**src/rtl/ecc_pkg.sv**
```systemverilog
// ecc_pkg: SEC-DED code geometry, error classes and a reference encoder
package ecc_pkg;
  typedef enum logic [1:0] {CLEAN, SINGLE, DOUBLE} err_class_t;
  localparam int MAX_W = 256;
  localparam int MAX_CHK = 10;
  function automatic int calc_r(input int dw);
    int r;
    r = 1;
    while ((1 << r) < dw + r + 1) r++;
    return r;
  endfunction
  function automatic bit is_pow2(input int v);
    return v != 0 && (v & (v - 1)) == 0;
  endfunction
  // Data bits take the non-power-of-two positions from 3 upward
  function automatic int data_pos(input int idx);
    int pos;
    pos = 2;
    for (int k = 0; k <= idx; k++) begin
      pos++;
      while (is_pow2(pos)) pos++;
    end
    return pos;
  endfunction
  function automatic logic [MAX_CHK-1:0] encode(input logic [MAX_W-1:0] data, input int dw);
    int r;
    logic [MAX_CHK-1:0] chk;
    logic par;
    r = calc_r(dw);
    chk = '0;
    par = 1'b0;
    for (int j = 0; j < dw; j++) begin
      if (data[j]) chk ^= MAX_CHK'(data_pos(j));
      par ^= data[j];
    end
    chk[r] = par ^ (^chk);
    return chk;
  endfunction
endpackage

```
**src/rtl/ecc_secded_pipe_syndrome.sv**
```systemverilog
// ecc_syndrome_calc: Hamming syndrome and overall parity of a received word
module ecc_syndrome_calc import ecc_pkg::*; #(
  parameter int DATA_W = 32,
  parameter int R = calc_r(DATA_W)
) (
  input  logic [DATA_W-1:0] data,
  input  logic [R:0]        chk,
  output logic [R-1:0]      s,
  output logic              p
);
  logic [R-1:0] pos [DATA_W];
  // Syndrome is the XOR of the positions of all set bits; check bits sit at 2^i
  for (genvar j = 0; j < DATA_W; j++) begin : g_pos
    assign pos[j] = data[j] ? R'(data_pos(j)) : '0;
  end
  always_comb begin
    s = chk[R-1:0];
    for (int j = 0; j < DATA_W; j++) s ^= pos[j];
  end
  assign p = ^{data, chk};
endmodule

```
**src/rtl/ecc_secded_pipe.sv**
```systemverilog
// ecc_secded_pipe: two-stage SEC-DED decoder with flow control, counters and error log
module ecc_secded_pipe import ecc_pkg::*; #(
  parameter int DATA_W = 32,
  parameter int CNT_W = 16,
  localparam int R = calc_r(DATA_W),
  localparam int CHK_W = R + 1
) (
  input  logic              clk,
  input  logic              rst,
  input  logic              in_valid,
  output logic              in_ready,
  input  logic [DATA_W-1:0] in_data,
  input  logic [CHK_W-1:0]  in_chk,
  input  logic              corr_en,
  output logic              out_valid,
  input  logic              out_ready,
  output logic [DATA_W-1:0] out_data,
  output logic              out_err_single,
  output logic              out_err_double,
  output logic [R-1:0]      out_syndrome,
  output logic [CNT_W-1:0]  cnt_single,
  output logic [CNT_W-1:0]  cnt_double,
  input  logic              cnt_clr,
  output logic              log_valid,
  output logic [R-1:0]      log_syndrome,
  output logic              log_double
);
  localparam logic [R-1:0] LAST = R'(DATA_W + R);
  logic v1, ce1, p1, p_c, en1, en2, xfer;
  logic [R-1:0] s1, s_c;
  logic [DATA_W-1:0] d1, flip;
  err_class_t cls;
  ecc_syndrome_calc #(.DATA_W(DATA_W), .R(R)) u_syn (.data(in_data), .chk(in_chk), .s(s_c), .p(p_c));
  assign en2 = !out_valid || out_ready;
  assign en1 = !v1 || en2;
  assign in_ready = !rst && en1;
  assign xfer = out_valid && out_ready;
  // Odd parity with a syndrome beyond the codeword cannot be a single flip
  assign cls = !v1 ? CLEAN : (p1 && s1 <= LAST) ? SINGLE : (p1 || s1 != '0) ? DOUBLE : CLEAN;
  for (genvar j = 0; j < DATA_W; j++) begin : g_flip
    assign flip[j] = ce1 && cls == SINGLE && s1 == R'(data_pos(j));
  end
  always_ff @(posedge clk)
    if (rst) v1 <= 1'b0;
    else if (en1) begin
      v1 <= in_valid;
      d1 <= in_data;
      s1 <= s_c;
      p1 <= p_c;
      ce1 <= corr_en;
    end
  always_ff @(posedge clk)
    if (rst) begin
      out_valid <= 1'b0;
      out_data <= '0;
      out_err_single <= 1'b0;
      out_err_double <= 1'b0;
      out_syndrome <= '0;
    end else if (en2) begin
      out_valid <= v1;
      out_data <= d1 ^ flip;
      out_err_single <= cls == SINGLE;
      out_err_double <= cls == DOUBLE;
      out_syndrome <= v1 ? s1 : '0;
    end
  always_ff @(posedge clk)
    if (rst || cnt_clr) begin
      cnt_single <= '0;
      cnt_double <= '0;
      log_valid <= 1'b0;
      log_syndrome <= '0;
      log_double <= 1'b0;
    end else if (xfer) begin
      cnt_single <= cnt_single + CNT_W'(out_err_single && !(&cnt_single));
      cnt_double <= cnt_double + CNT_W'(out_err_double && !(&cnt_double));
      if (!log_valid && (out_err_single || out_err_double)) begin
        log_valid <= 1'b1;
        log_syndrome <= out_syndrome;
        log_double <= out_err_double;
      end
    end
endmodule

```
**config.mk**
```make
export PLATFORM = sky130hd
export DESIGN_NAME = ecc_secded_pipe
export DESIGN_NICKNAME = d
export VERILOG_FILES = /design/src/rtl/ecc_pkg.sv /design/src/rtl/ecc_secded_pipe_syndrome.sv /design/src/rtl/ecc_secded_pipe.sv
export SDC_FILE = /design/constraint.sdc
export NUM_CORES = 1
export LEC_CHECK = 0
export ABC_AREA = 1
export CAP_MARGIN = 30
export CORE_MARGIN = 2
export CORE_UTILIZATION = 44
export DETAILED_ROUTE_END_ITERATION = 12
export GPL_ROUTABILITY_DRIVEN = 0
export PLACE_DENSITY = 0.64
export SLEW_MARGIN = 25
export SYNTH_ARGS = -nofsm -noshare
export SYNTH_HDL_FRONTEND = slang
export SYNTH_HIERARCHICAL = 1
export SYNTH_SLANG_ARGS = --single-unit
```
**constraint.sdc**
```tcl
create_clock -name clk -period 2.65 [get_ports clk]
set_input_delay 0.265 -clock clk [delete_from_list [all_inputs] [get_ports clk]]
set_output_delay 0.265 -clock clk [all_outputs]
set_load 0.02 [all_outputs]
```
==> impl_results.md, run 1 <==
* Status: completed
* Antenna viol nets, final at 0
* Skew-Pair Late Insertion Delay at 0.42 ns
* Worst setup path start: out_valid
* Main synth FF type: dfxtp_1
* FP Rows at 46
* Comb pwr share at 19.3%
* Slew Viols, Final at 0
* DR iter-0 viols at 423
* Gates resized, CTS repair at 0
* First-pass GRT wire length at 29100 um
* Final period util at 81.1%
* Hold Fails Final Rpt at 0
* Hold WC Path Type: in -> reg
* Global route overflow at 0
* Total clock sinks at 122
* Die area at 17600 um2
* Worst Path Arrival at 1.89 ns
* Crit path time final at 2.15 ns
* Sw frac at 28.4%
* NetSw at 1.58 mW
* Cells after Synth at 1023
* Crit path max fanout at 3
* H-tree depth at 4
* IO buf count at 126
* Clock-pin slew on the worst setup and hold paths at 0.06 ns
* Worst-path cell chain: inv_1 > nor2_1 > nand2_1 > nand2_1 > inv_1 > clkdlybuf4s50_1
* Peak per-stage delay on the critical path at 0.54 ns
* Critical Path End: in_ready
* Number of global-route vias before repair at 5838
* Count leader, synth: nand2_1
* Mapped cell area at 7270 um2
* Dominant cells by area after synthesis: dfxtp_1, edfxtp_1, nand2_1
* Area growth syn-to-layout at 28.5%
* Final Core Density at 58.4%
* Setup repair after global routing missed its margin: no
* CTS max path bufs at 2
* Clock skew at 0.00613 ns
* Met1 WL at 8420 um
* Netlist cell types at 41
* # hold bufs at CTS at 0
* RR Startpoint: cnt_double[4]
* Flop-to-flop setup slack at 0.52 ns
* Yosys top cell by area: dfxtp_1
* Number of cells on the critical path at 6
* Antenna Cells at 0
* Register area share after synthesis at 39.1%
* Critical path type: reg -> out
* Critical path capture point type: output pin
* Dpl cell area at 8740 um2
* Initial DRT Pass Iterations at 7
* Highest routed layer: met4
* Vias per cell at 4.73
* Setup TNS at 0 ns
* Synthesized Nets at 1074
* Leak Pwr at 4.38 nW
* Dpl cells at 1353
* Antenna violations before repair at 0
* Top-Level Pins at 127
* Avg Cell Area, Syn at 7.10 um2
* Die height at 133 um
* FF-to-FF End: cnt_double[15]
* PwrDens at 594 nW/um2
* Register area at 2840 um2
* Worst Path Required at 2.38 ns
* Nets at 1207
* Final HPWL DP at 13800 um
* Flop pwr share at 39.0%
* Routed wire length at 17900 um
* Avg WL per Cell at 12.9 um
* Pint at 3.97 mW
* Clock power share at 41.6%
* Clock root cell: clkbuf_16
* #FFs+latches synth at 122
* Yosys Warn Count at 6
* Number of buffers created by CTS at 17
* CP bufs+invs at 3
* Share of layout cells above drive strength 1 at 7.44%
* Worst reg-to-reg path cell count at 14
* Starting density of the core at 45.4%
* CP top delay family: buffers and inverters
* Fill cells at 1531
* Area share of the largest cell type after synthesis at 22.6%
* Total GRT Usage at 20.7%
* Ys async rst share at 0%
* CTS tree: done
* Synth cell count leaders: nand2_1, inv_1, dfxtp_1
* Slowest CP cell: clkdlybuf4s50_1
* Metal2 WL at 8260 um
* Finished Layout Cells at 1385
* Met3 wire length at 782 um
* Max frequency at 0.465 GHz
* Setup Viol. Count Final at 0
* Via count at 6557
* Largest net degree at the start of global routing at 52
* Worst VDD drop at 0.488 mV
* # Post-CTS Setup Buffers at 0
* Final instance area at 9340 um2
* Multi-input gate area at 3430 um2
* Area of the core at 16000 um2
* Die Wd at 133 um
* Max-Cap Viols at 0
* Worst Max-Slew Pin Slew at 0.571 ns
* Drt drc at 0
* Post-synth EDFFs at 40
* Crit path launch type: register
* Max-Slew Margin vs Limit at 61.9%
[routing by layer]
layer  global-route usage, %  vias to the layer above
met4                    8.90                        0
met3                    3.60                       33
met5                       0                        -
met1                    27.5                     2909
met2                    33.0                      180
li1                        -                     3435
[through the flow]
step / hold WS, ns / power [mW] / setup WS, ns
final: 0.410 / 5.55 / 0.500
after global routing: 0.425 / 5.80 / 0.169
after CTS: 0.397 / 5.58 / 0.483
after detailed placement: 0.461 / 3.27 / 0.504
after global placement: 0.461 / 3.26 / 0.541
after floorplan: 0.364 / 2.90 / 0.474
[power by group through the flow]
stage                     clock (mW)  sequential (mW)  combinational [mW]
after CTS                       2.34             2.16                1.08
after global placement             0             2.20                1.06
final                           2.31             2.17                1.07
after detailed placement           0             2.20                1.07
after floorplan                    0             2.23               0.671
after global routing            2.42             2.18                1.21
[area by class of cell]
cell class	instances	share of cell area (%)
inverter	221	8.88
tap	216	2.89
sequential	122	30.4
timing repair buffer	138	14.6
clock inverter	6	0.603
clock buffer	26	5.80
multi-input combinational	656	36.8
[sequential cells by signal (all words and copies together) (netlist names)]
| name | cells |
|---|---|
| ce1 | 1 |
| cnt_double | 16 |
| cnt_single | 16 |
| d1 | 32 |
| log_double | 1 |
| log_syndrome | 6 |
| log_valid | 1 |
| out_data | 32 |
| out_err_double | 1 |
| out_err_single | 1 |
| out_syndrome | 6 |
| out_valid | 1 |
| p1 | 1 |
| s1 | 6 |
| v1 | 1 |
[kinds of logic (layout without fill, tap and decap cells)]
| group | count (synthesis) | after routing | synth area share (%) |
|---|---|---|---|
| xor gates and xnor gates | 65 | 65 | 7.94 |
| and+or+nand+nor | 453 | 453 | 28.9 |
| buffers and inverters | 245 | 391 | 13.6 |
| AOI/OAI and AO/OA | 132 | 132 | 9.40 |
| adders and majority gates | 6 | 6 | 1.03 |
| DFF | 122 | 122 | 39.1 |
[placed cells by master (no fill, tap or decap), types with 3 or more instances in the layout]
| cell type | instances |
|---|---|
| nand2_1 | 253 |
| inv_1 | 218 |
| clkdlybuf4s50_1 | 126 |
| dfxtp_1 | 82 |
| nor2_1 | 78 |
| o21ai_0 | 71 |
| nand3_1 | 54 |
| edfxtp_1 | 40 |
| a21oi_1 | 37 |
| xnor2_1 | 34 |
| nand3_2 | 31 |
| xor2_1 | 30 |
| clkbuf_16 | 19 |
| o21ai_1 | 14 |
| nor3_1 | 12 |
| buf_4 | 11 |
| ha_1 | 6 |
| nand4_1 | 5 |
| clkbuf_8 | 4 |
| clkinv_2 | 4 |
| a31oi_1 | 3 |
| nand2_2 | 3 |
| inv_2 | 3 |
| clkbuf_1 | 3 |
| nand3b_1 | 3 |
| or2_1 | 3 |
[worst register-to-register path: cells and delay by family (launching register included)]
family,cells,cell delay [ns]
AO/OA/AOI/OAI,1,0.13
AND/OR/NAND/NOR,10,1.11
buffers and inverters,2,0.19
flip-flops,1,0.34
adder cells (fa/ha/maj),1,0.21
[worst min-delay path by stage]
stage                         start  cells past startpoint  slack [ns]               to
floorplan                   corr_en                      0        0.36              ce1
global placement    log_syndrome[4]                      2        0.46  log_syndrome[4]
detailed placement    cnt_single[7]                      2        0.46    cnt_single[7]
CTS                        in_valid                      3        0.40               v1
global route                corr_en                      1        0.43              ce1
finish                     in_valid                      3        0.41               v1
Note: power is estimated with default switching activity, not from simulation.
==> run 2: changes to the inputs <==
Clock period 2.65 ns to 2.2 ns, I/O delays scaled along.
==> run 2 against run 1 <==
Net effect: non-clock buffer count grew 12; final cell count grew 0.87%; clock skew shrank 0.00092 ns; design area grew 1.4%; first-iteration DRC count shrank 22%; combinational power grew 23%; die area is the same; sequential cell count is the same; critical path depth grew 9; register-to-register slack lost 0.34 ns; clock-buffer cell count shrank 1; critical endpoint is now cnt_single[15]; largest cell class unchanged.
==> impl_results.md, run 2 (synthesized netlist as in run 1, its figures left out) <==
* Status: completed (unchanged)
* FP Rows at 46 (unchanged)
* Worst Path Arrival at 2.32 ns (was 1.89 ns)
* Worst VDD drop at 0.483 mV (was 0.488 mV)
* Leading cell types in the layout, fill and taps excluded: nand2_1, inv_1, clkdlybuf4s50_1, dfxtp_1, nor2_1 (unchanged)
* WHS Endpoint: v1 (unchanged)
* Die area at 17600 um2 (unchanged)
* CTS max path bufs at 2 (unchanged)
* Avg WL per Cell at 13.0 um (was 12.9 um)
* Skew-Pair Late Insertion Delay at 0.42 ns (about the same)
* Starting density of the core at 45.4% (unchanged)
* Area of the core at 16000 um2 (unchanged)
* Most common cell after layout, fill and taps aside: nand2_1 (unchanged)
* Worst-path cell chain: nand2_1 > inv_1 > nand2_1 > nor3_2 > nand4_1 > nor2_1 > nor2_1 > ha_2 > nand3_1 > nor2_2 > nand4_1 > nor2_2 > nand3_1 > nand2_1 > nor2_1 (was inv_1 > nor2_1 > nand2_1 > nand2_1 > inv_1 > clkdlybuf4s50_1)
* Worst hold path startpoint: in_valid (unchanged)
* Max frequency at 0.496 GHz
* Slowest CP cell: dfxtp_2 (was clkdlybuf4s50_1)
* Worst reg-to-reg path cell count at 15 (was 14)
* CTS tree: done (unchanged)
* Max-Slew Margin vs Limit at 59.8% (was 61.9%)
* Crit path max fanout at 4 (was 3)
* Drt drc at 0 (unchanged)
* Leak Pwr at 4.43 nW (was 4.38 nW)
* Number of buffers created by CTS at 17 (unchanged)
* Fill cells at 1579 (was 1531)
* Largest net degree at the start of global routing at 52 (unchanged)
* Final Core Density at 59.2% (was 58.4%)
* Dpl cell area at 8860 um2 (was 8740 um2)
* Antenna violations before repair at 0 (unchanged)
* Flop-to-flop setup slack at 0.18 ns (was 0.52 ns)
* Number of global-route vias before repair at 5956 (was 5838)
* Critical path type: reg -> reg (was reg -> out)
* Worst Max-Slew Pin Slew at 0.603 ns (was 0.571 ns)
* Peak per-stage delay on the critical path at 0.33 ns (was 0.54 ns)
* Clock-pin slew on the worst setup and hold paths at 0.06 ns (about the same)
* Crit path time final at 2.02 ns
* Final instance area at 9470 um2 (was 9340 um2)
* FF-to-FF End: cnt_single[15] (was cnt_double[15])
* Die height at 133 um (unchanged)
* Global route overflow at 0 (unchanged)
* Crit path launch type: register (unchanged)
* Hold WC Path Type: in -> reg (unchanged)
* DR iter-0 viols at 332 (was 423)
* Finished Layout Cells at 1397 (was 1385)
* Dpl cells at 1364 (was 1353)
* Antenna viol nets, final at 0 (unchanged)
* Worst Path Required at 2.51 ns (was 2.38 ns)
* First-pass GRT wire length at 30000 um (was 29100 um)
* Total clock sinks at 122 (unchanged)
* Vias per cell at 4.65 (was 4.73)
* Clock root cell: clkbuf_16 (unchanged)
* Max-Cap Viols at 0 (unchanged)
* # hold bufs at CTS at 0 (unchanged)
* Final HPWL DP at 13900 um (was 13800 um)
* Share of layout cells above drive strength 1 at 9.57% (was 7.44%)
* Slew Viols, Final at 0 (unchanged)
* Final period util at 91.6%
* Top flop regs: d1 (32), out_data (32) (unchanged)
* RR Startpoint: cnt_single[6] (was cnt_double[4])
* Initial DRT Pass Iterations at 4 (was 7)
* Area growth syn-to-layout at 30.2% (was 28.5%)
* Die Wd at 133 um (unchanged)
* Hold Crit Depth at 3 (unchanged)
* Setup Viol. Count Final at 0 (unchanged)
* Critical path capture point type: register (was output pin)
* Nets at 1219 (was 1207)
* Routed wire length at 18100 um (was 17900 um)
* Via count at 6502 (was 6557)
* Antenna Cells at 0 (unchanged)
* Hold Fails Final Rpt at 0 (unchanged)
* H-tree depth at 4 (unchanged)
* PwrDens at 686 nW/um2 (was 594 nW/um2)
* Total GRT Usage at 21.2% (was 20.7%)
* Clock skew at 0.00521 ns (was 0.00613 ns)
* Setup repair after global routing missed its margin: yes (was no)
* Top-Level Pins at 127 (unchanged)
* IO buf count at 126 (unchanged)
[run 2: cell count changes in the layout (fill, tap and decap cells not counted), sizes merged]
cell,delta
clkinv,+2
clkinvlp,+1
inv,-1
clkdlybuf4s50,-1
clkbuf,-1
bufinv,-1
buf,+12
dlymetal6s2s,+1
[run 2: timing repair]
action                     in CTS  in global routing
setup buffers                   0                  1
setup endpoints to repair       0                 15
resized for setup               0                 18
[run 2: where the power goes]
group	leakage (nW)	internal, mW	switching [mW]
sequential	1.06	2.48	0.118
clock	0.275	1.62	0.952
combinational	3.10	0.522	0.803
total	4.43	4.62	1.87
[run 2: worst max-delay path by stage]
| stage | slack, ns | to | depth (start not counted) | start |
|---|---|---|---|---|
| 6_report | 0.18 | cnt_single[15] | 15 | cnt_single[6] |
| 4_1_cts | 0.07 | cnt_double[15] | 14 | cnt_double[5] |
| 2_1_floorplan | 0.07 | ce1 | 5 | rst |
| 3_5_place_dp | 0.08 | cnt_double[15] | 14 | cnt_double[5] |
| 3_3_place_gp | 0.13 | cnt_double[15] | 14 | cnt_double[5] |
| 5_1_grt | -0.06 | cnt_single[15] | 15 | cnt_single[7] |
[run 2: layer usage]
layer | vias to the layer above | wire [um] | GRT usage, %
met4 | 0 | 359 | 8.18
met5 | - | 0 | 0
met3 | 24 | 704 | 3.30
met1 | 2892 | 8660 | 28.8
met2 | 138 | 8420 | 34.1
li1 | 3448 | - | -
[run 2: worst max-delay path, delay by kind of cell (launching register included)]
kind	cells	cell delay (ns)
simple gates	13	1.32
flops	1	0.33
fa+ha+maj	1	0.22
buf+inv	1	0.06
[run 2: metrics by stage]
step	total power, mW	hold slack (ns)	TNS (ns)	setup WS, ns
6_report	6.49	0.384	0	0.185
3_5_place_dp	3.97	0.460	0	0.0796
2_1_floorplan	3.49	0.319	0	0.0686
4_1_cts	6.56	0.375	0	0.0650
3_3_place_gp	3.95	0.457	0	0.134
5_1_grt	6.84	0.396	-0.231	-0.0605
[run 2: cell type report]
cell class	count	area, um2	area share, %
multi-input combinational	656	3470	36.7
clock inverter	7	36.3	0.383
sequential	122	2850	30.1
clock buffer	25	518	5.47
timing repair buffer	150	1490	15.8
tap	216	270	2.85
inverter	221	830	8.76
==> run 3: changes to the inputs <==
Settings changed: CELL_PAD_IN_SITES_DETAIL_PLACEMENT from default to 1, CELL_PAD_IN_SITES_GLOBAL_PLACEMENT from default to 2, CORE_UTILIZATION 44 to 30, PLACE_DENSITY 0.64 to 0.77, SKIP_CTS_REPAIR_TIMING from default to 1.
==> run 3 against run 2 <==
Net effect: sequential cell count unchanged; critical path depth shrank 9; power rose by 1.1%; maximum frequency is 3.7% lower; clock-buffer cell count is 6 lower.
==> impl_results.md, run 3 (synthesized netlist as in run 1, its figures left out) <==
* Status: completed (unchanged)
* CP top delay family: buffers and inverters (was simple AND/OR/NAND/NOR gates)
* First-pass GRT wire length at 35300 um (was 30000 um)
* Finished Layout Cells at 1515 (was 1397)
* Initial DRT Pass Iterations at 4 (unchanged)
* Setup Viol. Count Final at 0 (unchanged)
* Worst Max-Slew Pin Slew at 0.618 ns (was 0.603 ns)
* Fill cells at 2946 (was 1579)
* Crit path launch type: register (unchanged)
* Top flop regs: d1 (32), out_data (32) (unchanged)
* Nets at 1234 (was 1219)
* Final Core Density at 41.1% (was 59.2%)
* Peak per-stage delay on the critical path at 0.56 ns (was 0.33 ns)
* Leading cell types in the layout, fill and taps excluded: nand2_1, inv_1, clkdlybuf4s50_1, dfxtp_1, nor2_1 (unchanged)
* PwrDens at 677 nW/um2 (was 686 nW/um2)
* DR iter-0 viols at 306 (was 332)
* Area of the core at 23600 um2 (was 16000 um2)
* Top-Level Pins at 127 (unchanged)
* Final HPWL DP at 17500 um (was 13900 um)
* IO buf count at 126 (unchanged)
* Number of buffers created by CTS at 17 (unchanged)
* Worst Path Required at 1.98 ns (was 2.51 ns)
* Leak Pwr at 4.48 nW (was 4.43 nW)
* Crit path time final at 2.09 ns (was 2.02 ns)
* Power, Total at 6.57 mW (was 6.49 mW)
* Total clock sinks at 122 (unchanged)
* Avg WL per Cell at 14.6 um (was 13.0 um)
* Antenna violations before repair at 0 (unchanged)
* Slowest CP cell: clkdlybuf4s50_1 (was dfxtp_2)
* Final period util at 95.1% (was 91.6%)
* Die area at 25500 um2 (was 17600 um2)
* Drt drc at 0 (unchanged)
* FP Rows at 56 (was 46)
* Slew Viols, Final at 0 (unchanged)
* H-tree depth at 4 (unchanged)
* Share of layout cells above drive strength 1 at 11.0% (was 9.57%)
* Starting density of the core at 30.8% (was 45.4%)
* Largest net degree at the start of global routing at 64 (was 52)
* Max frequency at 0.478 GHz (was 0.496 GHz)
* Worst-path cell chain: inv_1 > nor2_1 > nand2_1 > nand2_1 > inv_1 > clkdlybuf4s50_1 (was nand2_1 > inv_1 > nand2_1 > nor3_2 > nand4_1 > nor2_1 > nor2_1 > ha_2 > nand3_1 > nor2_2 > nand4_1 > nor2_2 > nand3_1 > nand2_1 > nor2_1)
* Skew-Pair Late Insertion Delay at 0.42 ns (about the same)
* Antenna viol nets, final at 0 (unchanged)
* Antenna Cells at 0 (unchanged)
* Clock root cell: clkbuf_16 (unchanged)
* Multi-input gate area at 3500 um2 (was 3470 um2)
* Hold_ws at 0.369 ns (was 0.384 ns)
* Routed wire length at 22200 um (was 18100 um)
* Most common cell after layout, fill and taps aside: nand2_1 (unchanged)
* Clock skew at 0.00945 ns (was 0.00521 ns)
* CP bufs+invs at 3 (was 1)
* Max-Slew Margin vs Limit at 58.8% (was 59.8%)
* Clock-pin slew on the worst setup and hold paths at 0.05 ns (was 0.06 ns)
* Via count at 6757 (was 6502)
* Crit path max fanout at 3 (was 4)
* Flop-to-flop setup slack at 0.21 ns (was 0.18 ns)
* Worst VDD drop at 0.518 mV (was 0.483 mV)
* Die height at 160 um (was 133 um)
* CTS tree: done (unchanged)
* Global route overflow at 0 (unchanged)
* Dpl cells at 1483 (was 1364)
* Worst Path Arrival at 1.87 ns (was 2.32 ns)
* Setup TNS at 0 ns (unchanged)
* Number of global-route vias before repair at 6744 (was 5956)
* Critical path type: reg -> out (was reg -> reg)
* Hold Fails Final Rpt at 0 (unchanged)
* Total GRT Usage at 17.4% (was 21.2%)
* Hold WC Path Type: in -> reg (unchanged)
* Max-Cap Viols at 0 (unchanged)
* Area growth syn-to-layout at 33.5% (was 30.2%)
* Vias per cell at 4.46 (was 4.65)
* Register area at 2850 um2 (unchanged)
* Critical path capture point type: output pin (was register)
* Die Wd at 160 um (was 133 um)
* CTS max path bufs at 2 (unchanged)
[run 3: cell count changes in the layout (fill, tap and decap cells not counted), sizes merged]
cell and change:
buf +15, clkdlybuf4s50 +1, clkinv +1, clkinvlp +4, dlymetal6s2s -1, clkbuf -6, bufinv +1
[run 3: worst paths after layout]
kind	from	to	cells past startpoint
setup / recovery	out_valid	in_ready	6
hold / removal	in_valid	v1	3
setup reg to reg	cnt_single[9]	cnt_single[12]	14
hold reg to reg	cnt_single[7]	cnt_single[7]	2
[run 3: area by class of cell]
| cell class | count | share of cell area [%] |
|---|---|---|
| Multi-Input combinational cell | 656 | 36.1 |
| Sequential cell | 122 | 29.3 |
| Timing Repair Buffer | 165 | 16.4 |
| Inverter | 221 | 8.55 |
| Clock buffer | 19 | 4.46 |
| Tap cell | 319 | 4.11 |
| Clock inverter | 13 | 1.08 |
[run 3: stage by stage]
| stage | setup WS, ns | cell area (um2) |
|---|---|---|
| after floorplan | 0.0686 | 7270 |
| after global placement | 0.0705 | 9100 |
| after detailed placement | 0.0367 | 9100 |
| after CTS | 0.0233 | 9640 |
| after global routing | -0.00459 | 9700 |
| final | 0.108 | 9700 |
[run 3: worst register-to-register path, delay by kind of cell, from the launching register on]
kind | cells | cell delay, ns
xor+xnor | 1 | 0.16
fa+ha+maj | 2 | 0.39
buf+inv | 1 | 0.08
flops | 1 | 0.34
simple gates | 10 | 0.91
[run 3: per-layer routing]
| layer | GRT usage (%) | up-vias | routed length, um | part of all wire, % |
|---|---|---|---|---|
| met4 | 6.24 | 0 | 480 | 2.2 |
| met3 | 2.36 | 25 | 555 | 2.5 |
| met2 | 29.5 | 111 | 10600 | 48 |
| met5 | 0 | - | 0 | 0 |
| li1 | - | 3474 | - | - |
| met1 | 22.7 | 3147 | 10500 | 47 |
[run 3: power by group]
group | total, mW | switching, mW | internal (mW)
clock network | 2.58 | 1.04 | 1.53
registers | 2.61 | 0.127 | 2.48
logic | 1.38 | 0.852 | 0.531
